**src/rtl/mu02_pkg.sv**
```systemverilog
// Shared definitions for the mu02 accumulator core: opcodes, FSM states and decode helpers.
package mu02_pkg;

  typedef enum logic [1:0] {
    ST_IDLE  = 2'd0,
    ST_FETCH = 2'd1,
    ST_EXEC  = 2'd2,
    ST_HALT  = 2'd3
  } state_t;

  localparam logic [3:0] OP_LDA  = 4'b0000;
  localparam logic [3:0] OP_STO  = 4'b0001;
  localparam logic [3:0] OP_ADD  = 4'b0010;
  localparam logic [3:0] OP_SUB  = 4'b0011;
  localparam logic [3:0] OP_JMP  = 4'b0100;
  localparam logic [3:0] OP_JGE  = 4'b0101;
  localparam logic [3:0] OP_JNE  = 4'b0110;
  localparam logic [3:0] OP_STP  = 4'b0111;
  localparam logic [3:0] OP_LDAI = 4'b1000;
  localparam logic [3:0] OP_AND  = 4'b1001;
  localparam logic [3:0] OP_ADDI = 4'b1010;
  localparam logic [3:0] OP_SUBI = 4'b1011;
  localparam logic [3:0] OP_JLT  = 4'b1100;
  localparam logic [3:0] OP_OR   = 4'b1101;

  localparam int SEXT_W = 64;

  // Sign-extends the low w bits of v; callers narrow the result to their data width.
  function automatic logic [SEXT_W-1:0] sext(input logic [SEXT_W-1:0] v, input int unsigned w);
    logic [SEXT_W-1:0] sh;
    sh = v << (SEXT_W - w);
    return $unsigned($signed(sh) >>> (SEXT_W - w));
  endfunction

  function automatic logic is_mem_op(input logic [3:0] op);
    return (op == OP_LDA) || (op == OP_STO) || (op == OP_ADD) ||
           (op == OP_SUB) || (op == OP_AND) || (op == OP_OR);
  endfunction

  function automatic logic is_illegal(input logic [3:0] op);
    return op[3:1] == 3'b111;
  endfunction

endpackage

```
**src/rtl/mu02_alu.sv**
```systemverilog
// Combinational ALU for mu02: picks memory word or immediate and produces the new acc and carry.
module mu02_alu
  import mu02_pkg::*;
#(
  parameter int DATA_W = 16
) (
  input  logic [3:0]        op,
  input  logic [DATA_W-1:0] acc,
  input  logic [DATA_W-1:0] mval,
  input  logic [DATA_W-1:0] imm,
  input  logic              carry_in,
  output logic [DATA_W-1:0] result,
  output logic              carry_out
);

  logic [DATA_W-1:0] b;
  logic [DATA_W:0]   sum;
  logic [DATA_W:0]   diff;

  always_comb begin
    b    = (op == OP_LDAI || op == OP_ADDI || op == OP_SUBI) ? imm : mval;
    sum  = {1'b0, acc} + {1'b0, b};
    // Top bit of the widened difference is the borrow.
    diff = {1'b0, acc} - {1'b0, b};
    result    = acc;
    carry_out = carry_in;
    case (op)
      OP_LDA, OP_LDAI: result = b;
      OP_ADD, OP_ADDI: {carry_out, result} = sum;
      OP_SUB, OP_SUBI: {carry_out, result} = diff;
      OP_AND:          result = acc & b;
      OP_OR:           result = acc | b;
      default:         ;
    endcase
  end

endmodule

```
**src/rtl/mu02_core.sv**
```systemverilog
// mu02 multi-cycle accumulator CPU with req/ack memory port; all outputs are registered.
//   state    | meaning
//   ST_IDLE  | waiting for run
//   ST_FETCH | instruction read at pc outstanding
//   ST_EXEC  | executing ir; memory operand access outstanding for mem ops
//   ST_HALT  | stopped by STP or illegal opcode, left only by reset
module mu02_core
  import mu02_pkg::*;
#(
  parameter int          DATA_W   = 16,
  parameter int          ADDR_W   = 12,
  parameter int unsigned RESET_PC = 0
) (
  input  logic              clk,
  input  logic              reset,
  input  logic              run,
  output logic              mem_req,
  output logic              mem_we,
  output logic [ADDR_W-1:0] mem_addr,
  output logic [DATA_W-1:0] mem_wdata,
  input  logic [DATA_W-1:0] mem_rdata,
  input  logic              mem_ack,
  output logic [DATA_W-1:0] acc,
  output logic [ADDR_W-1:0] pc,
  output logic              carry,
  output logic              halted,
  output logic              illegal
);

  localparam logic [ADDR_W-1:0] PC_INIT = ADDR_W'(RESET_PC);

  state_t            state;
  logic [DATA_W-1:0] ir;
  logic [3:0]        opcode;
  logic [3:0]        fetch_op;
  logic [ADDR_W-1:0] operand;
  logic [ADDR_W-1:0] fetch_operand;
  logic [ADDR_W-1:0] exec_pc;
  logic [DATA_W-1:0] imm;
  logic [DATA_W-1:0] alu_result;
  logic              alu_carry;
  logic              ack;
  logic              jump_taken;

  assign opcode        = ir[DATA_W-1 -: 4];
  assign operand       = ir[ADDR_W-1:0];
  assign fetch_op      = mem_rdata[DATA_W-1 -: 4];
  assign fetch_operand = mem_rdata[ADDR_W-1:0];
  assign imm           = DATA_W'(sext(SEXT_W'(operand), ADDR_W));
  assign ack           = mem_req & mem_ack;

  always_comb begin
    jump_taken = 1'b0;
    case (opcode)
      OP_JMP:  jump_taken = 1'b1;
      OP_JGE:  jump_taken = ~acc[DATA_W-1];
      OP_JLT:  jump_taken = acc[DATA_W-1];
      OP_JNE:  jump_taken = |acc;
      default: jump_taken = 1'b0;
    endcase
    exec_pc = jump_taken ? operand : pc;
  end

  mu02_alu #(.DATA_W(DATA_W)) u_alu (
    .op        (opcode),
    .acc       (acc),
    .mval      (mem_rdata),
    .imm       (imm),
    .carry_in  (carry),
    .result    (alu_result),
    .carry_out (alu_carry)
  );

  always_ff @(posedge clk or posedge reset) begin
    if (reset) begin
      state     <= ST_IDLE;
      pc        <= PC_INIT;
      acc       <= '0;
      ir        <= '0;
      carry     <= 1'b0;
      halted    <= 1'b0;
      illegal   <= 1'b0;
      mem_req   <= 1'b0;
      mem_we    <= 1'b0;
      mem_addr  <= '0;
      mem_wdata <= '0;
    end else begin
      case (state)
        ST_IDLE: begin
          if (run) begin
            state    <= ST_FETCH;
            mem_req  <= 1'b1;
            mem_we   <= 1'b0;
            mem_addr <= pc;
          end
        end
        ST_FETCH: begin
          if (ack) begin
            ir    <= mem_rdata;
            pc    <= pc + ADDR_W'(1);
            state <= ST_EXEC;
            // Operand access is decoded straight from the fetched word so it follows with no gap.
            if (is_mem_op(fetch_op)) begin
              mem_req   <= 1'b1;
              mem_we    <= (fetch_op == OP_STO);
              mem_addr  <= fetch_operand;
              mem_wdata <= acc;
            end else begin
              mem_req <= 1'b0;
              mem_we  <= 1'b0;
            end
          end
        end
        ST_EXEC: begin
          if (is_mem_op(opcode)) begin
            if (ack) begin
              acc      <= alu_result;
              carry    <= alu_carry;
              state    <= ST_FETCH;
              mem_req  <= 1'b1;
              mem_we   <= 1'b0;
              mem_addr <= pc;
            end
          end else if (opcode == OP_STP || is_illegal(opcode)) begin
            state   <= ST_HALT;
            halted  <= 1'b1;
            illegal <= is_illegal(opcode);
          end else begin
            acc      <= alu_result;
            carry    <= alu_carry;
            pc       <= exec_pc;
            state    <= ST_FETCH;
            mem_req  <= 1'b1;
            mem_we   <= 1'b0;
            mem_addr <= exec_pc;
          end
        end
        ST_HALT: ;
        default: state <= ST_IDLE;
      endcase
    end
  end

endmodule
```
**config.mk**
```make
export PLATFORM = sky130hd
export DESIGN_NAME = mu02_core
export DESIGN_NICKNAME = d
export VERILOG_FILES = /design/src/rtl/mu02_pkg.sv /design/src/rtl/mu02_alu.sv /design/src/rtl/mu02_core.sv
export SDC_FILE = /design/constraint.sdc
export NUM_CORES = 1
export LEC_CHECK = 0
export CAP_MARGIN = 5
export CORE_MARGIN = 5
export CORE_UTILIZATION = 40
export CTS_CLUSTER_SIZE = 16
export DETAILED_ROUTE_END_ITERATION = 8
export PLACE_DENSITY = 0.72
export SLEW_MARGIN = 40
export SYNTH_ARGS = -nofsm -noshare
export SYNTH_HDL_FRONTEND = slang
export SYNTH_SLANG_ARGS = --single-unit
```
**constraint.sdc**
```tcl
create_clock -name clk -period 4.1 [get_ports clk]
set_input_delay 0.615 -clock clk [delete_from_list [all_inputs] [get_ports clk]]
set_output_delay 0.615 -clock clk [all_outputs]
set_load 0.01 [all_outputs]
```
Word level (Yosys, flattened, before mapping)
Cells that the tools add are included.
W data, S select, Z words.
{"block": "classes", "n_reduce_logical": 30, "bitwise_logic": 5, "addsub": 3, "mux": 41, "eq_ne": 30}
{"op": "$mux W12", "n": 9}
{"op": "$pmux W16 S5", "n": 1}
{"op": "$mux W16", "n": 4}
{"op": "$pmux W12 S3", "n": 1}
{"op": "$eq A4 B4 Y1 const B", "n": 8}
{"op": "$pmux W12 S2", "n": 1}
{"op": "$add A16 B16 Y17", "n": 1}
{"op": "$sub A16 B16 Y17", "n": 1}
{"op": "$and A16 B16 Y16", "n": 1}
{"op": "$eq A4 B2 Y1 const B", "n": 4}
{"op": "$eq A4 B3 Y1 const B", "n": 4}
{"op": "$or A16 B16 Y16", "n": 1}
{"op": "$reduce_or A16 Y1", "n": 1}
{"op": "$mux W1", "n": 15}
{"op": "$ne A2 B2 Y1 const B", "n": 7}
{"op": "$logic_or A1 B1 Y1", "n": 13}
{"op": "$add A12 B1 Y12 const B", "n": 1}
{"op": "$mux W2", "n": 5}
{"op": "$reduce_and A3 Y1", "n": 3}
{"op": "$eq A4 B1 Y1 const B", "n": 2}
{"op": "$logic_not A4 Y1", "n": 2}
{"op": "$reduce_and A4 Y1", "n": 2}
{"op": "$ne A3 B3 Y1 const B", "n": 2}
{"op": "$pmux W1 S3", "n": 2}
{"op": "15 further kinds", "n": 18}
{"block": "word_totals", "regBits": 79, "inputBits": 20, "elab_cells": 120}

Logic depth before layout (Yosys ltp)
{"block": "depth", "word_depth": 9, "depth_mapped": 15}

Modules after synthesis
A second synthesis with hierarchy kept.
{"block": "unflattened", "cells_unflattened": 809, "hier_area_um2": 7267.0}
{"mod": "mu02_core", "cells_each": 364, "seq_area_each_um2": 1976.9, "instances": 1, "area_each_um2": 4247.8}
{"mod": "mu02_alu", "cells_each": 445, "seq_area_each_um2": 0.0, "instances": 1, "area_each_um2": 3019.1}

Least setup slack after synthesis
No wires, ideal clock.
{"block": "synth_timing", "path_kind": "flip-flop to flip-flop", "startpoint": "reg ir[13]", "endpoint": "reg acc[10]", "required_ns": 3.968, "arrival_ns": 3.449, "stages_incl_launch_ff": 13, "setup_time_ns": 0.132, "path_buffers": 2, "path_slack_ns": 0.519, "period_less_slack_ns": 3.581, "cell_sequence": "dfrtp_1 buf_2 o211ai_2 buf_2 mux2_2 fa_1 a211oi_1 o211ai_2 and2_1 a311o_1 o21ai_1 or3_1 or3b_1"}
{"block": "synth_between", "elab_chain_cells": 8}
{"element": "from (decl)", "line": "mu02_core.sv:33", "text": "logic [DATA_W-1:0] ir;"}
{"element": "from (signal assigned)", "line": "mu02_core.sv:99", "text": "ir <= mem_rdata;"}
{"element": "$eq A4 B4 Y1, or another cell as far along", "line": "mu02_alu.sv:21, mu02_alu.sv:27"}
{"element": "$logic_or A1 B1 Y1, on equally long branches (2 in a row)", "line": "mu02_alu.sv:21, mu02_pkg.sv:36"}
{"element": "$mux W16 / $logic_or A1 B1 Y1 (equally long branches)", "line": "mu02_alu.sv:21, mu02_pkg.sv:36"}
{"element": "$sub A16 B16 Y17, or another cell as far along", "line": "mu02_alu.sv:24", "text": "diff = {1'b0, acc} - {1'b0, b};"}
{"element": "$pmux W16 S5 / $logic_or A1 B1 Y1 (equally long branches)", "line": "mu02_alu.sv:27, mu02_pkg.sv:37"}
{"element": "$mux W16, or another cell as far along", "line": "mu02_core.sv:124", "text": "end else if (opcode == OP_STP || is_illegal(opcode)) begin"}
{"element": "$mux W16 / $reduce_and A3 Y1 (equally long branches)"}
{"element": "to (signal assigned)", "line": "mu02_core.sv:117", "text": "acc <= alu_result;"}
{"element": "to (signal assigned)", "line": "mu02_core.sv:129", "text": "acc <= alu_result;"}
{"element": "to (decl)", "line": "mu02_core.sv:23", "text": "output logic [DATA_W-1:0] acc,"}
Parallel ways exist; a longest one is shown, timed or not. The select of a mux whose other input is x is not followed.
A chain may end at the register's enable or synchronous reset.

Final worst setup path
{"block": "layout_timing", "startpoint": "reg ir[12]", "endpoint": "reg acc[14]"}
The elaborated chain is that of the path after synthesis.

==> results.sh <==
export IMPL_mostFrequentLayoutCells="clkdlybuf4s50_1, dfrtp_1, nor2_1"
export IMPL_ctsResizeCount=0
export IMPL_fin_crit_ns=3.742
export IMPL_antenna_found_initial=0
export IMPL_layout_drive_gt1_share=0.1200
export IMPL_clock_path_buffers=2
export IMPL_avgSynthCellArea_sq_um=8.587
export IMPL_grt_pass1_vias=5948
export IMPL_tns_ns=0
export IMPL_dp_hpwl_mm=14.72
export IMPL_overflow=0
export IMPL_final_max_slew_violation_count=0
export IMPL_rsz0062_at_grt="no"
export IMPL_grt_pass1_wl_mm=32.64
export IMPL_synth_edff_count=0
export IMPL_num_vias=6232
export IMPL_design_area_sq_mm=0.007940
export IMPL_skew_ns=0.01249
export IMPL_syn_nets=849
export IMPL_required_ns=4.35
export IMPL_relSlewSlack=0.4577
export IMPL_tightest_slew_ns=0.8105
export IMPL_holdPathStages=1
export IMPL_numCtsBuffers=9
export IMPL_hold_viol_final=0
export IMPL_drtIter0Drc=531
export IMPL_tritoncts="yes"
export IMPL_cp_arrival_ns=4.00
export IMPL_fin_total_pwr_mw=1.785
export IMPL_finalNetCount=914
export IMPL_synth_seq_area_share=0.2982
export IMPL_synth_cell_types=75
export IMPL_dieArea_sq_mm=0.01925
export IMPL_timing_fmax_mhz=267.2
export IMPL_synth_area_leaders="dfrtp_1, ha_1, mux2_2, a21oi_1, nor2_1"
export IMPL_cts_sinks=79
export IMPL_hp_class="flop to flop"
export IMPL_reg2reg_depth=12
export IMPL_rows=47
export IMPL_synth_top_family_by_area="compound AO/OA/AOI/OAI gates"
export IMPL_ys_warn_count=0
export IMPL_final_cells=1062
export IMPL_synthSimpleGateAreaFrac=0.1593
export IMPL_start_kind="flop"
export IMPL_synth_area_sq_mm=0.006629
export IMPL_synth_compound_area_frac=0.2592
export IMPL_post_cts_buffers=0
export IMPL_cts_hold_buf=0
export IMPL_ant_nets=0
export IMPL_clock_latency_ns=0.36
export IMPL_dp_cells=1046
export IMPL_path_clk_slew_ns=0.07
export IMPL_path_max_fanout=7
export IMPL_initial_core_util=0.4040
export IMPL_cap_violations=0
export IMPL_globalplace_congestion=0.9262
export IMPL_die_h_um=138.7
export IMPL_endpoint_kind="flop"
export IMPL_wire_per_inst_um=18.99
export IMPL_cts_root_buf="clkbuf_16"
export IMPL_setup_viol=0
export IMPL_status="finished, final reports clean"
export IMPL_ys_seq_elements=79
export IMPL_drc=0
export IMPL_boundaryPins=81
export IMPL_io_buffers=80
export IMPL_p_leak_nw=3.463
export IMPL_final_core_util=0.4839
export IMPL_area_growth_syn_to_layout_pct=19.78
export IMPL_synth_xor_area_share=0.007928
export IMPL_die_w_um=138.7
export IMPL_synthMuxAreaShare=0.09966
export IMPL_placedInstanceArea_sq_mm=0.007650
export IMPL_via_per_inst=5.868
export IMPL_routed_wl_mm=20.17
export IMPL_grt_total_usage=0.2075
export IMPL_diodes=0
export IMPL_fillers=1571
export IMPL_final_common_cell="clkdlybuf4s50_1"
export IMPL_async_reset_ff_frac=1.000
export IMPL_min_period_over_period=0.9127
export IMPL_peakVddDrop_uv=216.2
export IMPL_cts_htree_levels=3
export IMPL_synth_top_area_frac=0.2982
export IMPL_power_density_mw_per_mm2=224.8
export IMPL_grt_max_degree=37
export IMPL_path_class="flop to flop"
export IMPL_drt_first_pass_iters=5
export IMPL_synthAdderAreaFrac=0.1099
export IMPL_core_sq_mm=0.01641
export IMPL_syn_inst=772
export IMPL_synth_main_ff_cell="dfrtp_1"
export IMPL_synth_top_cell_by_area="dfrtp_1"
## worst max-delay path: stages, from the launching register on
cell       delay [ns]
dfrtp_1          0.34
inv_1            0.06
o211ai_2         0.44
mux2_2           0.44
ha_1             0.22
fa_1             0.39
o21bai_1         0.24
nand2_1          0.20
a2111oi_4        0.48
o31ai_4          0.13
mux2i_1          0.14
or3_1            0.32
o221a_1          0.23
## registers in the layout, indices dropped and copies added (netlist names)
| register | flops |
|---|---|
| illegal | 1 |
| pc | 12 |
| state | 2 |
| acc | 16 |
| mem_addr | 12 |
| mem_wdata | 16 |
| mem_we | 1 |
| ir | 16 |
| carry | 1 |
| halted | 1 |
| mem_req | 1 |
## per-stage QoR
step	setup slack, ns	hold slack (ns)
finish	0.3580	0.4648
global route	0.1699	0.5058
CTS	0.4106	0.4732
detailed placement	0.3114	0.4529
global placement	0.3548	0.4516
floorplan	0.5194	0.4923
## logic make-up after synthesis
group,after synthesis
AOI/OAI and AO/OA,246
and+or+nand+nor,220
buffers and inverters,103
DFF,79
muxes,61
adders and majority gates,57
xor gates and xnor gates,6
## layer usage
metal | vias to the layer above | share of wire | track usage | routed length (um)
li1 | 2963 | - | - | -
met1 | 2985 | 0.46 | 0.2856 | 9274
met2 | 240 | 0.45 | 0.3309 | 9156
met3 | 44 | 0.059 | 0.03690 | 1184
met4 | 0 | 0.027 | 0.07003 | 553
met5 | - | 0 | 0 | 0
## where the power goes
| part | switching, mW | internal, mW | total [mW] |
|---|---|---|---|
| sequential | 0 | 0.779 | 0.779 |
| clock | 0.387 | 0.424 | 0.812 |
| combinational | 0.119 | 0.0754 | 0.194 |
| total | 0.506 | 1.28 | 1.78 |
## cells in the mapped netlist (all sizes together), types with 3 or more instances
| cell type | number |
|---|---|
| a211o | 3 |
| a211oi | 9 |
| a21o | 7 |
| a21oi | 56 |
| a221oi | 5 |
| a22o | 12 |
| a22oi | 4 |
| a31oi | 10 |
| and2 | 6 |
| and3 | 9 |
| buf | 23 |
| clkbuf | 26 |
| dfrtp | 79 |
| ha | 55 |
| inv | 54 |
| mux2 | 40 |
| mux2i | 21 |
| nand2 | 52 |
| nand2b | 6 |
| nand3 | 18 |
| nand3b | 3 |
| nand4 | 4 |
| nor2 | 71 |
| nor2b | 6 |
| nor3 | 19 |
| nor4 | 8 |
| o2111ai | 3 |
| o211a | 3 |
| o211ai | 23 |
| o21a | 8 |
| o21ai | 44 |
| o21bai | 8 |
| o221ai | 3 |
| o22ai | 18 |
| o31a | 4 |
| o31ai | 6 |
| or2 | 3 |
| or3 | 6 |
| xnor2 | 4 |
## path summary, 6_finish.rpt
| path | start | endpoint | slack [ns] |
|---|---|---|---|
| hold reg to reg | halted | halted | 0.46 |
| max in group asynchronous | reset | pc[9] | 2.61 |
| hold / removal | halted | halted | 0.46 |
| setup / recovery | ir[12] | acc[14] | 0.36 |
| min in group asynchronous | reset | halted | 0.66 |
| setup reg to reg | ir[12] | acc[14] | 0.36 |
## cell type report
type / count / area, sq um / share of cell area
multi-input combinational: 590 / 4220 / 0.5315
sequential: 79 / 1977 / 0.2490
timing repair buffer: 103 / 973.4 / 0.1226
tap: 220 / 275.3 / 0.03467
clock buffer: 9 / 225.2 / 0.02836
inverter: 54 / 203.9 / 0.02569
clock inverter: 7 / 65.06 / 0.008194
(Power assumes the default switching activity.)
